File: config.mk
export PLATFORM = sky130hd
export DESIGN_NAME = count_display_mux
export DESIGN_NICKNAME = d
export VERILOG_FILES = /design/src/rtl/count_display_pkg.sv /design/src/rtl/bin2bcd_seq.sv /design/src/rtl/count_display_mux.sv
export SDC_FILE = /design/constraint.sdc
export NUM_CORES = 1
export LEC_CHECK = 0
export CORE_MARGIN = 8
export CORE_UTILIZATION = 40
export DETAILED_ROUTE_END_ITERATION = 6
export PLACE_DENSITY = 0.65
export SYNTH_ARGS = -nofsm -noshare
export SYNTH_HDL_FRONTEND = slang
export SYNTH_SLANG_ARGS = --single-unit
File: constraint.sdc
create_clock -name CLK -period 3.7 [get_ports CLK]
set_input_delay 0.74 -clock CLK [delete_from_list [all_inputs] [get_ports CLK]]
set_output_delay 0.74 -clock CLK [all_outputs]
set_load 0.02 [all_outputs]
File: src/rtl/count_display_pkg.sv
// ---------------------------------------------------------------------------
// count_display_pkg
// Shared definitions for the count display multiplexer and its
// binary-to-BCD converter: digit count, word widths, the conversion
// FSM state encoding and the 7-segment decode table.
// No ports. Segment bits are ordered g..a (bit0 = a, bit6 = g).
// ---------------------------------------------------------------------------
package count_display_pkg;

   localparam int NUM_DIGITS  = 4;
   localparam int COUNT_WIDTH = 10;
   localparam int BCD_WIDTH   = 4 * NUM_DIGITS;
   localparam int SHIFT_STEPS = COUNT_WIDTH;

   typedef enum logic [1:0] {
      ST_IDLE    = 2'd0,
      ST_CONVERT = 2'd1,
      ST_LOAD    = 2'd2
   } conv_state_t;

   localparam logic [6:0] SEG_0     = 7'h3F;
   localparam logic [6:0] SEG_1     = 7'h06;
   localparam logic [6:0] SEG_2     = 7'h5B;
   localparam logic [6:0] SEG_3     = 7'h4F;
   localparam logic [6:0] SEG_4     = 7'h66;
   localparam logic [6:0] SEG_5     = 7'h6D;
   localparam logic [6:0] SEG_6     = 7'h7D;
   localparam logic [6:0] SEG_7     = 7'h07;
   localparam logic [6:0] SEG_8     = 7'h7F;
   localparam logic [6:0] SEG_9     = 7'h6F;
   localparam logic [6:0] SEG_BLANK = 7'h00;

   // Codes above 9 cannot come out of the converter; they decode dark.
   function automatic logic [6:0] seg_decode(input logic [3:0] digit);
      logic [6:0] seg;
      case (digit)
         4'd0:    seg = SEG_0;
         4'd1:    seg = SEG_1;
         4'd2:    seg = SEG_2;
         4'd3:    seg = SEG_3;
         4'd4:    seg = SEG_4;
         4'd5:    seg = SEG_5;
         4'd6:    seg = SEG_6;
         4'd7:    seg = SEG_7;
         4'd8:    seg = SEG_8;
         4'd9:    seg = SEG_9;
         default: seg = SEG_BLANK;
      endcase
      return seg;
   endfunction

endpackage

File: src/rtl/bin2bcd_seq.sv
// ---------------------------------------------------------------------------
// bin2bcd_seq
// Sequential shift-and-add-3 (double dabble) converter: one shift per clock.
// Ports:
//   clk        rising-edge clock
//   rst        asynchronous active-high reset, aborts a running conversion
//   start      loads bin_value on this edge and begins converting
//   bin_value  10-bit binary input
//   units, tens, hundreds, thousands  BCD digits, final after the 10th shift
//   done       high in the cycle whose closing edge performs the final shift
// ---------------------------------------------------------------------------
module bin2bcd_seq
   import count_display_pkg::*;
(
   input  logic                   clk,
   input  logic                   rst,
   input  logic                   start,
   input  logic [COUNT_WIDTH-1:0] bin_value,
   output logic [3:0]             units,
   output logic [3:0]             tens,
   output logic [3:0]             hundreds,
   output logic [3:0]             thousands,
   output logic                   done
);

   logic [COUNT_WIDTH-1:0]           bin_reg;
   logic [BCD_WIDTH-1:0]             bcd_reg;
   logic [BCD_WIDTH-1:0]             bcd_adj;
   logic [BCD_WIDTH+COUNT_WIDTH-1:0] shifted;
   logic [3:0]                       step;
   logic                             active;

   // Add-3 correction on every BCD nibble of 5 or more, then shift the
   // whole BCD:binary word left by one so the next binary bit enters.
   always_comb begin
      bcd_adj = bcd_reg;
      for (int i = 0; i < NUM_DIGITS; i++) begin
         if (bcd_reg[i*4 +: 4] >= 4'd5)
            bcd_adj[i*4 +: 4] = bcd_reg[i*4 +: 4] + 4'd3;
      end
      shifted = {bcd_adj, bin_reg} << 1;
   end

   // Conversion register: start loads a fresh word, then ten shifts run.
   // The result stays put afterwards until the next start.
   always_ff @(posedge clk or posedge rst) begin
      if (rst) begin
         bin_reg <= '0;
         bcd_reg <= '0;
         step    <= '0;
         active  <= 1'b0;
      end else if (start) begin
         bin_reg <= bin_value;
         bcd_reg <= '0;
         step    <= '0;
         active  <= 1'b1;
      end else if (active) begin
         {bcd_reg, bin_reg} <= shifted;
         step               <= step + 4'd1;
         if (step == 4'(SHIFT_STEPS - 1))
            active <= 1'b0;
      end
   end

   // Flagging the last shift one cycle early lets the caller leave its
   // convert state on the same edge that completes the digits.
   assign done      = active && (step == 4'(SHIFT_STEPS - 1));
   assign units     = bcd_reg[3:0];
   assign tens      = bcd_reg[7:4];
   assign hundreds  = bcd_reg[11:8];
   assign thousands = bcd_reg[15:12];

endmodule

File: src/rtl/count_display_mux.sv
// ---------------------------------------------------------------------------
// count_display_mux
// Synchronizes a 10-bit count from an asynchronous ripple counter, converts
// each new stable value to four BCD digits and time-multiplexes them onto a
// common 7-segment display.
// Parameter:
//   REFRESH_DIV  clock cycles each digit is driven before advancing (1..65535)
// Ports:
//   CLK    rising-edge clock
//   RST    asynchronous active-high reset
//   COUNT  10-bit binary count, asynchronous to CLK
//   SEG    active-high segments, bit0 = a .. bit6 = g
//   DIG    one-hot digit enable, DIG[0] = units .. DIG[3] = thousands
//   BUSY   high while a conversion is in progress
// Build option:
//   LEADING_ZERO_BLANK_EN  blanks leading zero digits (units never blanked)
// ---------------------------------------------------------------------------
module count_display_mux
   import count_display_pkg::*;
#(
   parameter int REFRESH_DIV = 1000
) (
   input  logic                   CLK,
   input  logic                   RST,
   input  logic [COUNT_WIDTH-1:0] COUNT,
   output logic [6:0]             SEG,
   output logic [3:0]             DIG,
   output logic                   BUSY
);

   localparam logic [15:0] PRESCALE_LAST = 16'(REFRESH_DIV - 1);

   logic [COUNT_WIDTH-1:0] sync_a;
   logic [COUNT_WIDTH-1:0] sync_b;
   logic [COUNT_WIDTH-1:0] sync_prev;
   logic [1:0]             sync_fill;
   logic                   stable;
   logic [COUNT_WIDTH-1:0] last_word;
   logic                   last_valid;
   conv_state_t            state;
   conv_state_t            next_state;
   logic                   start;
   logic                   load;
   logic                   conv_done;
   logic [3:0]             conv_units;
   logic [3:0]             conv_tens;
   logic [3:0]             conv_hundreds;
   logic [3:0]             conv_thousands;
   logic [BCD_WIDTH-1:0]   display;
   logic [15:0]            prescale;
   logic [1:0]             index;
   logic [3:0]             shown_digit;

   // Two-flop synchronizer plus one more register to spot a word that held
   // still across two edges. sync_fill keeps the all-zero reset contents of
   // the pipeline from being mistaken for a real stable sample.
   always_ff @(posedge CLK or posedge RST) begin
      if (RST) begin
         sync_a    <= '0;
         sync_b    <= '0;
         sync_prev <= '0;
         sync_fill <= '0;
      end else begin
         sync_a    <= COUNT;
         sync_b    <= sync_a;
         sync_prev <= sync_b;
         if (sync_fill != 2'd3)
            sync_fill <= sync_fill + 2'd1;
      end
   end

   assign stable = (sync_fill == 2'd3) && (sync_b == sync_prev);

   // Remember the word handed to the converter so an unchanged count does
   // not trigger another conversion.
   always_ff @(posedge CLK or posedge RST) begin
      if (RST) begin
         last_word  <= '0;
         last_valid <= 1'b0;
      end else if (start) begin
         last_word  <= sync_b;
         last_valid <= 1'b1;
      end
   end

   // Conversion FSM state register.
   always_ff @(posedge CLK or posedge RST) begin
      if (RST)
         state <= ST_IDLE;
      else
         state <= next_state;
   end

   // Next state: only IDLE looks at the input, so count changes during a
   // conversion are picked up on the following IDLE cycle.
   always_comb begin
      next_state = state;
      case (state)
         ST_IDLE:
            if (stable && (!last_valid || (sync_b != last_word)))
               next_state = ST_CONVERT;
         ST_CONVERT:
            if (conv_done)
               next_state = ST_LOAD;
         ST_LOAD:
            next_state = ST_IDLE;
         default:
            next_state = ST_IDLE;
      endcase
   end

   // FSM outputs: start pulses on the capture edge, load on the edge that
   // copies the finished digits into the display register.
   always_comb begin
      start = 1'b0;
      load  = 1'b0;
      BUSY  = 1'b0;
      case (state)
         ST_IDLE:    start = (next_state == ST_CONVERT);
         ST_CONVERT: BUSY  = 1'b1;
         ST_LOAD: begin
            BUSY = 1'b1;
            load = 1'b1;
         end
         default: ;
      endcase
   end

   bin2bcd_seq converter (
      .clk       (CLK),
      .rst       (RST),
      .start     (start),
      .bin_value (sync_b),
      .units     (conv_units),
      .tens      (conv_tens),
      .hundreds  (conv_hundreds),
      .thousands (conv_thousands),
      .done      (conv_done)
   );

   // Display register only changes on LOAD, so the multiplexer never sees
   // a half-converted value.
   always_ff @(posedge CLK or posedge RST) begin
      if (RST)
         display <= '0;
      else if (load)
         display <= {conv_thousands, conv_hundreds, conv_tens, conv_units};
   end

   // Refresh prescaler and digit index; with REFRESH_DIV = 1 the terminal
   // count is 0 and the index steps on every edge.
   always_ff @(posedge CLK or posedge RST) begin
      if (RST) begin
         prescale <= '0;
         index    <= '0;
      end else if (prescale == PRESCALE_LAST) begin
         prescale <= '0;
         index    <= index + 2'd1;
      end else begin
         prescale <= prescale + 16'd1;
      end
   end

   // Digit select and segment decode straight from registered state.
   // Blanking looks at the selected digit and everything above it at once.
   always_comb begin
`ifdef LEADING_ZERO_BLANK_EN
      logic [BCD_WIDTH-1:0] upper;
`endif
      DIG         = 4'b0001 << index;
      shown_digit = display[{index, 2'b00} +: 4];
      SEG         = seg_decode(shown_digit);
`ifdef LEADING_ZERO_BLANK_EN
      upper = display >> {index, 2'b00};
      if ((index != 2'd0) && (upper == '0))
         SEG = SEG_BLANK;
`endif
   end

endmodule
==> summary.txt <==
Power
  – Register share of total power: 0.457
  – Clock share of power: 0.271
  – Net Sw Power: 1.16 mW
  – Pint: 2.44 mW
  – Pwr dens: 625 mW/mm2
  – Combinational fraction of design power: 0.272
  – Final Power: 3.60 mW
  – Sw Ratio: 0.323
  – LEAKAGE: 2.59 nW
  – Max VDD drop: 0.255 mV

Finish
  – Most common cell after layout, fill and taps aside: dfrtp_1
  – Layout cells sized above 1: 0.168
  – Register Area: 0.00275 mm2
  – Post-route cell area: 0.00576 mm2
  – Area of the multi-input gates: 0.00211 mm2
  – Nets@finish: 473
  – Inserted Diodes: 0
  – Final core utilization: 0.464
  – Most frequent cells in the layout: dfrtp_1 (110), mux2_2 (45), xnor2_1 (33), nor2_1 (32), ha_1 (25)
  – Synth-to-Final Area Change: 15.0%
  – Fill count: 1170

Clock tree
  – Clk buf depth: 2
  – Post_cts resized: 0
  – CTS tree: built
  – H-tree levels: 3
  – Clock Sinks: 110
  – Clk slew on worst S/H paths: 0.08 ns
  – CTS root buf: clkbuf_16
  – Inserted Clock Buffers: 9
  – Clock Latency Late Sink: 0.35 ns
  – Post CTS Setup Buffer Count: 0
  – Hold buffer count at cts: 0

Yosys
  – Cell count after synthesis: 409
  – Syn_area_per_cell: 12.3 um2
  – EDFF count, synth: 0
  – Mapped cell area: 0.00501 mm2
  – Synth Warn #: 0
  – Library cells used by synthesis: 38
  – Register area share after synthesis: 0.549
  – FF+latch count, synth: 110
  – Syn Nets: 446
  – Most used DFF post-synth: dfrtp_1
  – Synth async-reset ratio: 1.00

Global routing
  – Vias in the first global route: 3079
  – Largest net degree at the start of global routing: 49
  – GRT busiest layer: met2
  – Grt met2 use: 0.185
  – First-pass GRT wire length: 14.3 mm
  – Initial antenna violation count: 0
  – Global route overflow: 0
  – Met3 Usage GRT: 0.0250
  – All-Layer GR Usage: 0.108
  – M1 GR Usage: 0.130

Min path
  – Hold Path Class: reg2reg
  – WHS Endpoint: sync_b[8]
  – Hold_sp: sync_a[8]
  – Worst hold path depth: 0

STA
  – Final min period: 3.48 ns
  – RSZ-0062 raised after global routing: no
  – Final period utilization: 0.941
  – Final setup violation count: 0
  – Total negative slack: 0 ns
  – Final-report max-slew violation count: 0
  – Relative max-transition margin: 0.408
  – Worst slew pin tran: 0.886 ns
  – Hold Violations, Final: 0
  – Clock skew: 0.0154 ns
  – PnR worst setup slack: 0.220 ns
  – Fmax: 287 MHz

Worst setup path
  – Reg2reg end: converter.bcd_reg[8]
  – Worst reg-to-reg setup slack: 1.03 ns
  – FF-to-FF Start: sync_b[5]
  – CP startpoint kind: register
  – Req. time, crit path: 2.96 ns
  – Reg2Reg Depth: 6
  – Crit path capture type: output port
  – Crit-path max cell delay: 0.65 ns
  – Data arrival time of the worst path: 2.74 ns
  – Slowest cell on the critical path: mux4_2
  – Worst-path cell chain: mux4_2 > inv_1 > ha_1 > nor2_1 > o21bai_1 > o21ai_0 > clkdlybuf4s50_1
  – Setup CP Type: reg2out
  – Crit path max fanout: 8

Run status
  – Outcome: finished clean

Job
  – Total of max-cap violations: 0

Floorplanning
  – Core area: 0.0124 mm2
  – Die ar.: 0.0164 mm2
  – Die height: 128 um
  – Initial core utilization: 0.404
  – I/O pin count: 24
  – Die Width: 128 um
  – Core Rows: 41

Placed design
  – Gp weighted congestion: 0.764
  – DP Wirelength: 5.77 mm
  – Placement Setup Slack: 0.577 ns
  – DP Area: 0.00544 mm2
  – Port buffer count: 23

Drt
  – Final WL: 8.20 mm
  – Routed WL per cell: 13.4 um
  – DR pass1 iterations: 4
  – DRT iter0 DRCs: 80
  – DRC Markers: 0
  – Via count: 2940
  – Via density: 4.80
  – Post-route ant nets: 0
## metal layers
metal | wire, um | vias up | share of wire
met1 | 3790 | 1454 | 0.46
met5 | 0 | - | 0
met4 | 123 | 0 | 0.015
met2 | 4160 | 25 | 0.51
met3 | 128 | 10 | 0.016
li1 | - | 1451 | -
## critical path: cells and delay by family, from the launching register on
family / cells / cell delay, ns
buffers and inverters: 2 / 0.71
multiplexers: 1 / 0.65
flip-flops: 1 / 0.52
AO/OA/AOI/OAI: 2 / 0.30
adder cells (fa/ha/maj): 1 / 0.17
AND/OR/NAND/NOR: 1 / 0.05
## cell type report
type	count	area share
flip-flops and latches	110	0.478
multi-input cells	266	0.367
repair buffers	28	0.0486
clock buffers	9	0.0391
well taps	172	0.0373
clock inverters	7	0.0165
inverters	21	0.0141
## cell usage after synthesis, types with 2 or more instances
master    instances  area [um2]
nor2_1           32         120
nand2b_1          4        25.0
o22ai_1           2        12.5
dfrtp_1         110        2750
o21ai_0          17        85.1
nand3_1          10        50.1
a211oi_1          3        22.5
inv_1            21        78.8
or3_1             2        12.5
mux2i_1           9        90.1
and3_1            3        18.8
xnor2_1          33         289
xor2_1           10        87.6
mux2_1            2        22.5
mux4_2            4        90.1
mux2_2           45         507
nor3_1            2        10.0
clkbuf_1          7        26.3
a21oi_1          16        80.1
nor3b_1           3        22.5
buf_2             2        10.0
a21o_1            2        15.0
nor2b_1           4        25.0
buf_6             2        22.5
nand2_1          19        71.3
ha_1             25         313
nand4_1           9        56.3
## worst max-delay path by stage
stage	startpoint	to	slack [ns]	cells past startpoint
6_report	index[0]	SEG[0]	0.22	7
5_1_grt	index[0]	SEG[1]	0.03	5
4_1_cts	index[0]	SEG[1]	0.19	5
3_5_place_dp	index[0]	SEG[1]	0.58	5
3_3_place_gp	index[0]	SEG[1]	0.66	5
2_1_floorplan	RST	converter.active	0.06	1
## power groups by stage
stage	clock network, mW	registers [mW]	logic, mW
floorplan	0	1.61	0.810
global placement	0	1.66	0.933
finish	0.976	1.64	0.981
global route	1.07	1.68	1.12
detailed placement	0	1.67	0.991
CTS	1.02	1.65	0.996
## cell families (layout without fill, tap and decap cells)
family,after synthesis,in the layout,share of synthesized area
muxes,60,60,0.142
adders and majority gates,25,25,0.0624
DFF,110,110,0.549
AOI/OAI and AO/OA,44,44,0.0512
and+or+nand+nor,94,94,0.0914
buffers and inverters,33,65,0.0290
xor gates and xnor gates,43,43,0.0752
## through the flow
stage,instances,hold slack [ns]
2_1_floorplan,409,0.331
3_3_place_gp,597,0.333
3_5_place_dp,597,0.335
4_1_cts,613,0.355
5_1_grt,613,0.360
6_report,613,0.353
Power figures use the tool's default switching activity.
